$ cat config.mk
export PLATFORM = sky130hd
export DESIGN_NAME = jr_redirect_unit_flat
export DESIGN_NICKNAME = d
export VERILOG_FILES = /design/src/rtl/jr_redirect_unit_if.sv /design/src/rtl/jr_redirect_unit.sv /design/src/flat_wrapper.sv
export SDC_FILE = /design/constraint.sdc
export NUM_CORES = 1
export LEC_CHECK = 0
export ABC_AREA = 1
export CAP_MARGIN = 10
export CORE_MARGIN = 8
export CORE_UTILIZATION = 46
export DETAILED_ROUTE_END_ITERATION = 7
export HOLD_SLACK_MARGIN = 0.06
export PLACE_DENSITY = 0.89
export SETUP_SLACK_MARGIN = 0.1
export SLEW_MARGIN = 25
export SYNTH_ARGS = -nofsm -noshare
export SYNTH_HDL_FRONTEND = slang
export SYNTH_SLANG_ARGS = --single-unit
$ cat constraint.sdc
create_clock -name i_clk -period 1.84 [get_ports i_clk]
set_input_delay 0.184 -clock i_clk [delete_from_list [all_inputs] [get_ports i_clk]]
set_output_delay 0.184 -clock i_clk [all_outputs]
set_load 0.02 [all_outputs]
$ cat src/rtl/jr_redirect_unit_if.sv
// jr_redirect_unit_if
// Groups the ID-stage jump-register signals between the pipeline control
// (master) and the jump-register redirect unit (slave).
//   i_valid/i_jr/i_jalr     : instruction qualifiers from the decoder
//   i_rs_data/i_rs_hazard   : forwarded rs value and its not-yet-ready flag
//   i_pc_plus4/i_rd_addr    : return-address base and link destination
//   i_stall_ext/i_flush     : global stall and kill-from-older-instruction
//   o_stall_id              : hold PC/IF/ID while rs is pending
//   o_pc_redirect/o_target  : PC load request and jump target
//   o_flush_if              : squash the IF/ID instruction
//   o_link_we/addr/data     : JALR link-register writeback request
//   o_wait_cycles           : rs-wait cycles of the last completed JR
//   o_misaligned            : misaligned-target exception pulse
interface jr_redirect_unit_if #(
    parameter int DATA_W = 32,
    parameter int CNT_W  = 4
);
    logic              i_valid;
    logic              i_jr;
    logic              i_jalr;
    logic [DATA_W-1:0] i_rs_data;
    logic              i_rs_hazard;
    logic [DATA_W-1:0] i_pc_plus4;
    logic [4:0]        i_rd_addr;
    logic              i_stall_ext;
    logic              i_flush;
    logic              o_stall_id;
    logic              o_pc_redirect;
    logic [DATA_W-1:0] o_target;
    logic              o_flush_if;
    logic              o_link_we;
    logic [4:0]        o_link_addr;
    logic [DATA_W-1:0] o_link_data;
    logic [CNT_W-1:0]  o_wait_cycles;
    logic              o_misaligned;

    modport master (
        output i_valid, i_jr, i_jalr, i_rs_data, i_rs_hazard, i_pc_plus4,
               i_rd_addr, i_stall_ext, i_flush,
        input  o_stall_id, o_pc_redirect, o_target, o_flush_if, o_link_we,
               o_link_addr, o_link_data, o_wait_cycles, o_misaligned
    );

    modport slave (
        input  i_valid, i_jr, i_jalr, i_rs_data, i_rs_hazard, i_pc_plus4,
               i_rd_addr, i_stall_ext, i_flush,
        output o_stall_id, o_pc_redirect, o_target, o_flush_if, o_link_we,
               o_link_addr, o_link_data, o_wait_cycles, o_misaligned
    );
endinterface

$ cat src/rtl/jr_redirect_unit.sv
// jr_redirect_unit
// Resolves JR/JALR in the ID stage: stalls ID while rs is not forwardable,
// then issues a one-cycle PC redirect (plus IF flush when there is no delay
// slot) and, for JALR, a link-register write request.
// Ports:
//   i_clk      : clock, rising edge
//   i_reset_n  : asynchronous active-low reset
//   bus        : jr_redirect_unit_if slave modport (see interface header)
// Optional build macro JR_MISALIGN_TRAP_EN: a captured target with nonzero
// low bits raises o_misaligned instead of redirecting. Without it the low
// two target bits are forced to 00 and the redirect proceeds.
//
// state      | meaning
// -----------+--------------------------------------------------------
// S_IDLE     | no JR in flight; accept a new JR when not stalled/flushed
// S_WAIT_RS  | JR captured, rs pending; ID stalled, counting wait cycles
// S_REDIRECT | target known; redirect/link outputs driven from registers
module jr_redirect_unit #(
    parameter int DATA_W     = 32,
    parameter int DELAY_SLOT = 1,
    parameter int CNT_W      = 4
) (
    input logic          i_clk,
    input logic          i_reset_n,
    jr_redirect_unit_if.slave bus
);

    typedef enum logic [1:0] {
        S_IDLE     = 2'd0,
        S_WAIT_RS  = 2'd1,
        S_REDIRECT = 2'd2
    } state_t;

    localparam logic [DATA_W-1:0] LINK_OFS = (DELAY_SLOT != 0) ? DATA_W'(8) - DATA_W'(4) : '0;
    localparam logic [CNT_W-1:0]  CNT_MAX  = '1;
    localparam logic              NO_SLOT  = (DELAY_SLOT == 0);

    state_t            state_q, state_d;
    logic [DATA_W-1:0] target_q, target_d;
    logic [DATA_W-1:0] link_data_q, link_data_d;
    logic [4:0]        link_addr_q, link_addr_d;
    logic              jalr_q, jalr_d;
    logic [CNT_W-1:0]  cnt_q, cnt_d;
    logic [CNT_W-1:0]  wait_q, wait_d;

    logic req;
    logic mis;
    logic stall_id;
    logic redirect;
    logic misaligned;
    logic flush_if;
    logic link_we;

    assign req = bus.i_valid & bus.i_jr;

`ifdef JR_MISALIGN_TRAP_EN
    assign mis = (target_q[1:0] != 2'b00);
`else
    assign mis = 1'b0;
`endif

    always_comb begin
        state_d     = state_q;
        target_d    = target_q;
        link_data_d = link_data_q;
        link_addr_d = link_addr_q;
        jalr_d      = jalr_q;
        cnt_d       = cnt_q;
        wait_d      = wait_q;
        stall_id    = 1'b0;
        redirect    = 1'b0;
        misaligned  = 1'b0;
        flush_if    = 1'b0;
        link_we     = 1'b0;

        case (state_q)
            S_IDLE: begin
                if (!bus.i_flush && req && !bus.i_stall_ext) begin
                    link_addr_d = bus.i_rd_addr;
                    jalr_d      = bus.i_jalr;
                    link_data_d = bus.i_pc_plus4 + LINK_OFS;
                    if (bus.i_rs_hazard) begin
                        // The first hazard cycle is already counted here.
                        cnt_d    = CNT_W'(1);
                        stall_id = 1'b1;
                        state_d  = S_WAIT_RS;
                    end else begin
                        target_d = bus.i_rs_data;
                        cnt_d    = '0;
                        state_d  = S_REDIRECT;
                    end
                end
            end

            S_WAIT_RS: begin
                stall_id = 1'b1;
                if (bus.i_flush) begin
                    state_d     = S_IDLE;
                    target_d    = '0;
                    link_data_d = '0;
                    link_addr_d = '0;
                    jalr_d      = 1'b0;
                    cnt_d       = '0;
                end else if (bus.i_rs_hazard) begin
                    if (cnt_q != CNT_MAX) begin
                        cnt_d = cnt_q + CNT_W'(1);
                    end
                end else if (!bus.i_stall_ext) begin
                    // Release ID in the same cycle the target is captured.
                    target_d = bus.i_rs_data;
                    stall_id = 1'b0;
                    state_d  = S_REDIRECT;
                end
            end

            S_REDIRECT: begin
                if (!bus.i_flush) begin
                    redirect   = !mis;
                    misaligned = mis;
                    flush_if   = mis | NO_SLOT;
                    link_we    = jalr_q & (link_addr_q != 5'd0) & !mis;
                end
                if (bus.i_flush || !bus.i_stall_ext) begin
                    state_d     = S_IDLE;
                    wait_d      = cnt_q;
                    target_d    = '0;
                    link_data_d = '0;
                    link_addr_d = '0;
                    jalr_d      = 1'b0;
                    cnt_d       = '0;
                end
            end

            default: begin
                state_d = S_IDLE;
            end
        endcase
    end

    always_ff @(posedge i_clk or negedge i_reset_n) begin
        if (!i_reset_n) begin
            state_q     <= S_IDLE;
            target_q    <= '0;
            link_data_q <= '0;
            link_addr_q <= '0;
            jalr_q      <= 1'b0;
            cnt_q       <= '0;
            wait_q      <= '0;
        end else begin
            state_q     <= state_d;
            target_q    <= target_d;
            link_data_q <= link_data_d;
            link_addr_q <= link_addr_d;
            jalr_q      <= jalr_d;
            cnt_q       <= cnt_d;
            wait_q      <= wait_d;
        end
    end

    // The IDLE stall path is combinational from the inputs, so it is gated by
    // reset to keep every output low while reset is held.
    assign bus.o_stall_id    = stall_id & i_reset_n;
    assign bus.o_pc_redirect = redirect;
    assign bus.o_misaligned  = misaligned;
    assign bus.o_flush_if    = flush_if;
    assign bus.o_link_we     = link_we;
    assign bus.o_target      = (state_q != S_REDIRECT) ? '0 :
                               mis ? target_q : {target_q[DATA_W-1:2], 2'b00};
    assign bus.o_link_addr   = (state_q == S_REDIRECT) ? link_addr_q : 5'd0;
    assign bus.o_link_data   = (state_q == S_REDIRECT) ? link_data_q : '0;
    assign bus.o_wait_cycles = wait_q;

endmodule

$ cat src/flat_wrapper.sv
// flat-port wrapper written by rule: the top's interface ports become plain ports
module jr_redirect_unit_flat 
#(
    parameter int DATA_W     = 32,
    parameter int DELAY_SLOT = 1,
    parameter int CNT_W      = 4
)
  (i_clk, i_reset_n, bus_i_valid, bus_i_jr, bus_i_jalr, bus_i_rs_data, bus_i_rs_hazard, bus_i_pc_plus4, bus_i_rd_addr, bus_i_stall_ext, bus_i_flush, bus_o_stall_id, bus_o_pc_redirect, bus_o_target, bus_o_flush_if, bus_o_link_we, bus_o_link_addr, bus_o_link_data, bus_o_wait_cycles, bus_o_misaligned);
  jr_redirect_unit_if #(.DATA_W(DATA_W), .CNT_W(CNT_W)) bus_i ();
  input logic i_clk;
  input logic i_reset_n;
  input wire logic [$bits(bus_i.i_valid)-1:0] bus_i_valid;
  input wire logic [$bits(bus_i.i_jr)-1:0] bus_i_jr;
  input wire logic [$bits(bus_i.i_jalr)-1:0] bus_i_jalr;
  input wire logic [$bits(bus_i.i_rs_data)-1:0] bus_i_rs_data;
  input wire logic [$bits(bus_i.i_rs_hazard)-1:0] bus_i_rs_hazard;
  input wire logic [$bits(bus_i.i_pc_plus4)-1:0] bus_i_pc_plus4;
  input wire logic [$bits(bus_i.i_rd_addr)-1:0] bus_i_rd_addr;
  input wire logic [$bits(bus_i.i_stall_ext)-1:0] bus_i_stall_ext;
  input wire logic [$bits(bus_i.i_flush)-1:0] bus_i_flush;
  output wire logic [$bits(bus_i.o_stall_id)-1:0] bus_o_stall_id;
  output wire logic [$bits(bus_i.o_pc_redirect)-1:0] bus_o_pc_redirect;
  output wire logic [$bits(bus_i.o_target)-1:0] bus_o_target;
  output wire logic [$bits(bus_i.o_flush_if)-1:0] bus_o_flush_if;
  output wire logic [$bits(bus_i.o_link_we)-1:0] bus_o_link_we;
  output wire logic [$bits(bus_i.o_link_addr)-1:0] bus_o_link_addr;
  output wire logic [$bits(bus_i.o_link_data)-1:0] bus_o_link_data;
  output wire logic [$bits(bus_i.o_wait_cycles)-1:0] bus_o_wait_cycles;
  output wire logic [$bits(bus_i.o_misaligned)-1:0] bus_o_misaligned;
  assign bus_i.i_valid = bus_i_valid;
  assign bus_i.i_jr = bus_i_jr;
  assign bus_i.i_jalr = bus_i_jalr;
  assign bus_i.i_rs_data = bus_i_rs_data;
  assign bus_i.i_rs_hazard = bus_i_rs_hazard;
  assign bus_i.i_pc_plus4 = bus_i_pc_plus4;
  assign bus_i.i_rd_addr = bus_i_rd_addr;
  assign bus_i.i_stall_ext = bus_i_stall_ext;
  assign bus_i.i_flush = bus_i_flush;
  assign bus_o_stall_id = bus_i.o_stall_id;
  assign bus_o_pc_redirect = bus_i.o_pc_redirect;
  assign bus_o_target = bus_i.o_target;
  assign bus_o_flush_if = bus_i.o_flush_if;
  assign bus_o_link_we = bus_i.o_link_we;
  assign bus_o_link_addr = bus_i.o_link_addr;
  assign bus_o_link_data = bus_i.o_link_data;
  assign bus_o_wait_cycles = bus_i.o_wait_cycles;
  assign bus_o_misaligned = bus_i.o_misaligned;
  jr_redirect_unit #(.DATA_W(DATA_W), .DELAY_SLOT(DELAY_SLOT), .CNT_W(CNT_W)) u_core (.i_clk(i_clk), .i_reset_n(i_reset_n), .bus(bus_i));
endmodule
Word-level counts from Yosys, hierarchy flattened
Cells that the tools add are included.

Muxes and demuxes: 45. Divide/modulo/power cells: 0. Add/subtract/negate cells: 2. Reduce and logical (&&, ||, !) cells: 13. $mul: 0. Shift operators: 0. Bitwise operators: 3. Eq/ne operators: 12. Magnitude comparators: 0.

Operators by type and width (count): $mux W32 (10); $pmux W32 S3 (2); $add A32 B3 Y32 const B (1); $mux W4 (5); $mux W5 (4); $pmux W5 S3 (1); $mux W1 (13); $mux W2 (6); $pmux W4 S3 (1); $ne A3 B3 Y1 const B (3); $reduce_and A4 Y1 (2); $ne A2 B2 Y1 const B (3); $pmux W2 S3 (1); $reduce_and A6 Y1 (1); $reduce_and A5 Y1 (1); $reduce_bool A5 Y1 (1); $add A4 B1 Y4 const B (1); $ne A2 B1 Y1 const B (2); $ne A4 B4 Y1 const B (1); $and A1 B1 Y1 (3); $ne A3 B2 Y1 const B (1); $pmux W1 S3 (1); $reduce_bool A3 Y1 (1); $eq A2 B1 Y1 const B (1); other kinds (7) (9).

Output and inout port bits: 78. Word-level logic and storage cells: 82. Memory bits (writable): 0. Memory bits (read-only): 0. Latch bits: 0. Register bits: 80. Memories kept: 0. Bits of input ports: 77.

Depth between registers and ports, before layout
Gate-level depths: netlist of the first run.

Depth in word-level cells: 6. Gate-level depth with buffers: 10. Depth with buffers taken out: 9.

Least setup slack after synthesis of the first run
No wires, ideal clock.

Path kind: reg-to-output. Start point: reg u_core.state_q[0]. End point: out bus_o_link_we. Setup slack: 0.186 ns. Buffers on the path: 1. Data required time: 1.656 ns. Arrival: 1.470 ns. Stages on the path, launching flop included: 8. Cells stage by stage: dfrtp_1 -> inv_1 -> ha_1 -> buf_2 -> inv_1 -> nor2_1 -> o311ai_0 -> inv_1.

Word-level cells in the longest chain between the ends: 2.

Ends and longest elaborated chain: from (decl) (line jr_redirect_unit.sv:38) `state_t state_q, state_d;`; from (signal assigned) (line jr_redirect_unit.sv:150) `state_q <= state_d;`; $eq A2 B2 Y1 (line jr_redirect_unit.sv:76) `case (state_q)`; $mux W1 (line jr_redirect_unit.sv:76); to (decl) (line flat_wrapper.sv:25) `output wire logic [$bits(bus_i.o_link_we)-1:0] bus_o_link_we;`.

Every way passes these cells.

Final worst setup path of the first run
Start point: reg u_core.state_q[1]. End point: reg u_core.target_q[9].

Word-level cells in the longest chain between the ends: 3.

Ends and longest elaborated chain: $eq A2 B1 Y1, or another cell as far along (line jr_redirect_unit.sv:76); $ne A3 B3 Y1 (no line), or another cell as far along; $reduce_and A6 Y1 (no line); to (signal assigned) (line jr_redirect_unit.sv:151) `target_q <= target_d;`; to (decl) (line jr_redirect_unit.sv:39) `logic [DATA_W-1:0] target_q, target_d;`.

Parallel ways exist; a longest one is shown, timed or not. A chain may end at the register's enable or synchronous reset.

==> reports/summary.txt, run 1 <==
Syn Area/Cell: 6.720 sq um
CP arrival: 2040 ps
Iter 0 DRT Violations: 262
Row count: 36
Layout area overhead: 53.60%
Slew HR: 0.5155
Clk buf depth: 2
Number of max-cap violations: 0
Flops & latches, synth: 78
Sw Share: 0.4557
DRC Markers: 0
CTS tree: yes
Router iterations before antenna repair: 5
Die height: 116.2 um
Hold crit path type: primary input to flop
Static Leak: 0.003763 uW
Die Area: 13500 sq um
Top cells by area, synth: dfrtp_1 (42%), nand2_1 (24%), inv_1 (8.9%)
NetSw: 4677 uW
Synthesized cell area: 4617 sq um
Post-synth EDFFs: 0
Slew Limit Fails: 0
DRT Wirelength: 15140 um
CP max FO: 14
P_int: 5585 uW
Crit end category: flop
Core ar.: 9774 sq um
Initial core utilization: 0.4724
Clock Latency Late Sink: 350 ps
Skew final: 11.37 ps
Post-route cell area: 7092 sq um
I/O Buffers: 148
Util after Layout: 0.7256
Cells after synthesis: 687
Number of global-route vias before repair: 4842
Post-DR wirelength/cell: 15.05 um
Clk sink count: 78
CP Launch Type: flop
H-tree Lvls: 3
Period utilization: 0.9846
Die width: 116.2 um
HP Start: bus_i_rd_addr[2]
TritonCTS Buffers: 9
Logic gate share of total power: 0.606
YS warnings: 0
DPL Wire Length: 10290 um
Post-synthesis cell type count: 32
Final worst path period need: 1812 ps
Actual slew at the worst max-slew pin: 726.7 ps
Share of cells above drive strength 1: 0.2153
Largest area contributor in the netlist: dfrtp_1
Worst-path clk slew: 80 ps
Inserted Diodes: 0
First-pass GRT wire length: 23190 um
Total gr overflow: 0
Largest net degree at the start of global routing: 79
Kind of critical path: flop to flop
Post-synth ARST share: 1.000
Post-route ant nets: 0
Status: completed
Sequential share of power: 0.265
PwrDens: 1447 nW/um^2
Synth top area share: 0.4228
Vias: 4982
Dpl cell area: 6430 sq um
Max Fclk: 0.5520 GHz
Clock share of power: 0.129
DR vias/cell: 4.952
Main synth FF type: dfrtp_1
Worst setup path startpoint: u_core.state_q[1]$_DFFE_PN0P_
Reg2reg start: u_core.state_q[1]$_DFFE_PN0P_
Max rail drop VDD: 737.5 uV
Final hold violations: 0
Post-synthesis sequential area ratio: 0.4228
Critical path data required time: 2070 ps
Clock root cell: clkbuf_8
Reg2Reg Setup Slack: 30 ps
Fillcell total: 756
Endpoints failing setup: 0
Antenna violations before repair: 0
IO Pins: 155
Gr usage total: 0.2141
RSZ-0062 raised after global routing: true
# nets final: 951
Gpl congestion: 0.9458
## power groups by stage
| stage | clock network, uW | logic (uW) | registers [uW] |
|---|---|---|---|
| after floorplan | 0 | 3080 | 2630 |
| after global placement | 0 | 4950 | 2690 |
| after detailed placement | 0 | 5080 | 2700 |
| after CTS | 1350 | 5360 | 2690 |
| after global routing | 1420 | 6800 | 2780 |
| final | 1330 | 6220 | 2720 |
## through the flow
stage | power, uW | hold WS (ps) | instances | setup slack, ps | TNS (ps)
6_report | 10260 | 378.5 | 1006 | 28.33 | 0
3_5_place_dp | 7782 | 468.2 | 977 | -159.0 | -2628
5_1_grt | 11000 | 361.8 | 1006 | -47.73 | -2104
4_1_cts | 9393 | 131.7 | 998 | 31.45 | 0
2_1_floorplan | 5711 | -111.6 | 690 | 186.2 | 0
3_3_place_gp | 7639 | 463.5 | 977 | -135.3 | -1630
## cell usage in the layout, fill, tap and decap left out, types with 6 or more instances in the layout
master / count
inv_1: 105
buf_4: 30
dfrtp_1: 77
nand2_1: 286
buf_6: 11
o21ai_0: 10
xor2_1: 6
o21ai_1: 36
nand2_2: 7
buf_2: 9
clkdlybuf4s15_2: 52
o21ai_2: 9
clkbuf_8: 10
nor2_1: 40
nand3_2: 12
nand3_1: 25
clkdlybuf4s50_1: 77
## kinds of logic (layout without fill, tap and decap cells)
family / after synthesis / after routing / synth area share
and+or+nand+nor: 388 / 391 / 0.3401
buffers and inverters: 138 / 318 / 0.1217
DFF: 78 / 78 / 0.4228
AOI/OAI and AO/OA: 63 / 63 / 0.07209
xor gates and xnor gates: 10 / 10 / 0.01897
adders and majority gates: 6 / 6 / 0.01626
muxes: 3 / 3 / 0.007317
other: 1 / 4 / 0.0008122
## synth_stat cells, drive strengths merged (2+ instances only)
cell      n
o21ai    55
mux2      3
xor2      6
dfrtp    78
nand2   294
clkbuf    6
ha        6
buf      20
a21oi     3
nand3    41
o21bai    2
or2       2
xnor2     4
inv     112
nand4     3
nor2     46
## worst max-delay path: stages (launching register included)
cell	delay, ps
dfrtp_2	440
ha_4	220
buf_8	160
nand3_4	100
a21boi_4	240
nand3_4	190
buf_12	200
nand2_1	60
o21ai_1	70
## flip-flops by register name, summed over array words and instances, names as in the netlist
name and flops:
u_core.link_addr_q 5, u_core.state_q 2, u_core.link_data_q 32, u_core.target_q 30
u_core.jalr_q 1, u_core.bus.o_wait_cycles 4, u_core.cnt_q 4
## layer usage
metal  wire length, um  vias to the layer above  track usage
met5                 0                        -            0
met4               342                        0      0.04581
met3              1084                       31      0.04292
met2              7223                      196       0.3703
met1              6488                     2319       0.2697
li1                  -                     2436            -
## final cells by class
type	count	area, sq um	area share
inverter	112	429.2	0.06052
tap	133	166.4	0.02347
clock inverter	5	58.81	0.008292
multi-input combinational	477	2380	0.3356
sequential	78	1953	0.2754
timing repair buffer	190	1963	0.2768
clock buffer	11	141.4	0.01994
## worst paths after layout
check,depth (start not counted),end
setup / recovery,8,u_core.target_q[9]$_DFFE_PN0P_
hold / removal,3,u_core.link_addr_q[2]$_DFFE_PN0P_
setup reg to reg,8,u_core.target_q[9]$_DFFE_PN0P_
hold reg to reg,2,u_core.link_data_q[25]$_DFFE_PN0P_
max in group asynchronous,3,u_core.state_q[1]$_DFFE_PN0P_
min in group asynchronous,3,u_core.target_q[14]$_DFFE_PN0P_
## what timing repair did
| action | 4_1_cts | 5_1_grt |
|---|---|---|
| setup endpoints to repair | 142 | 134 |
| endpoints found under the hold margin | 0 | 57 |
| resized for setup | 240 | 84 |
| hold buffers | 0 | 1 |
| pin swaps | 5 | 24 |
| buffers inserted | 3 | 3 |
| cloned | 2 | 4 |
Note: power is estimated with default switching activity, not from simulation.
==> run 2: changes to the inputs <==
--- a/config.mk
+++ b/config.mk
@@ -13,7 +13,7 @@
 export HOLD_SLACK_MARGIN = 0.06
 export PLACE_DENSITY = 0.89
 export SETUP_SLACK_MARGIN = 0.1
-export SLEW_MARGIN = 25
+export SLEW_MARGIN = 20
 export SYNTH_ARGS = -nofsm -noshare
 export SYNTH_HDL_FRONTEND = slang
 export SYNTH_SLANG_ARGS = --single-unit
==> results of run 2 <==
The final DEF is identical to that of run 1; final timing and power are the same.
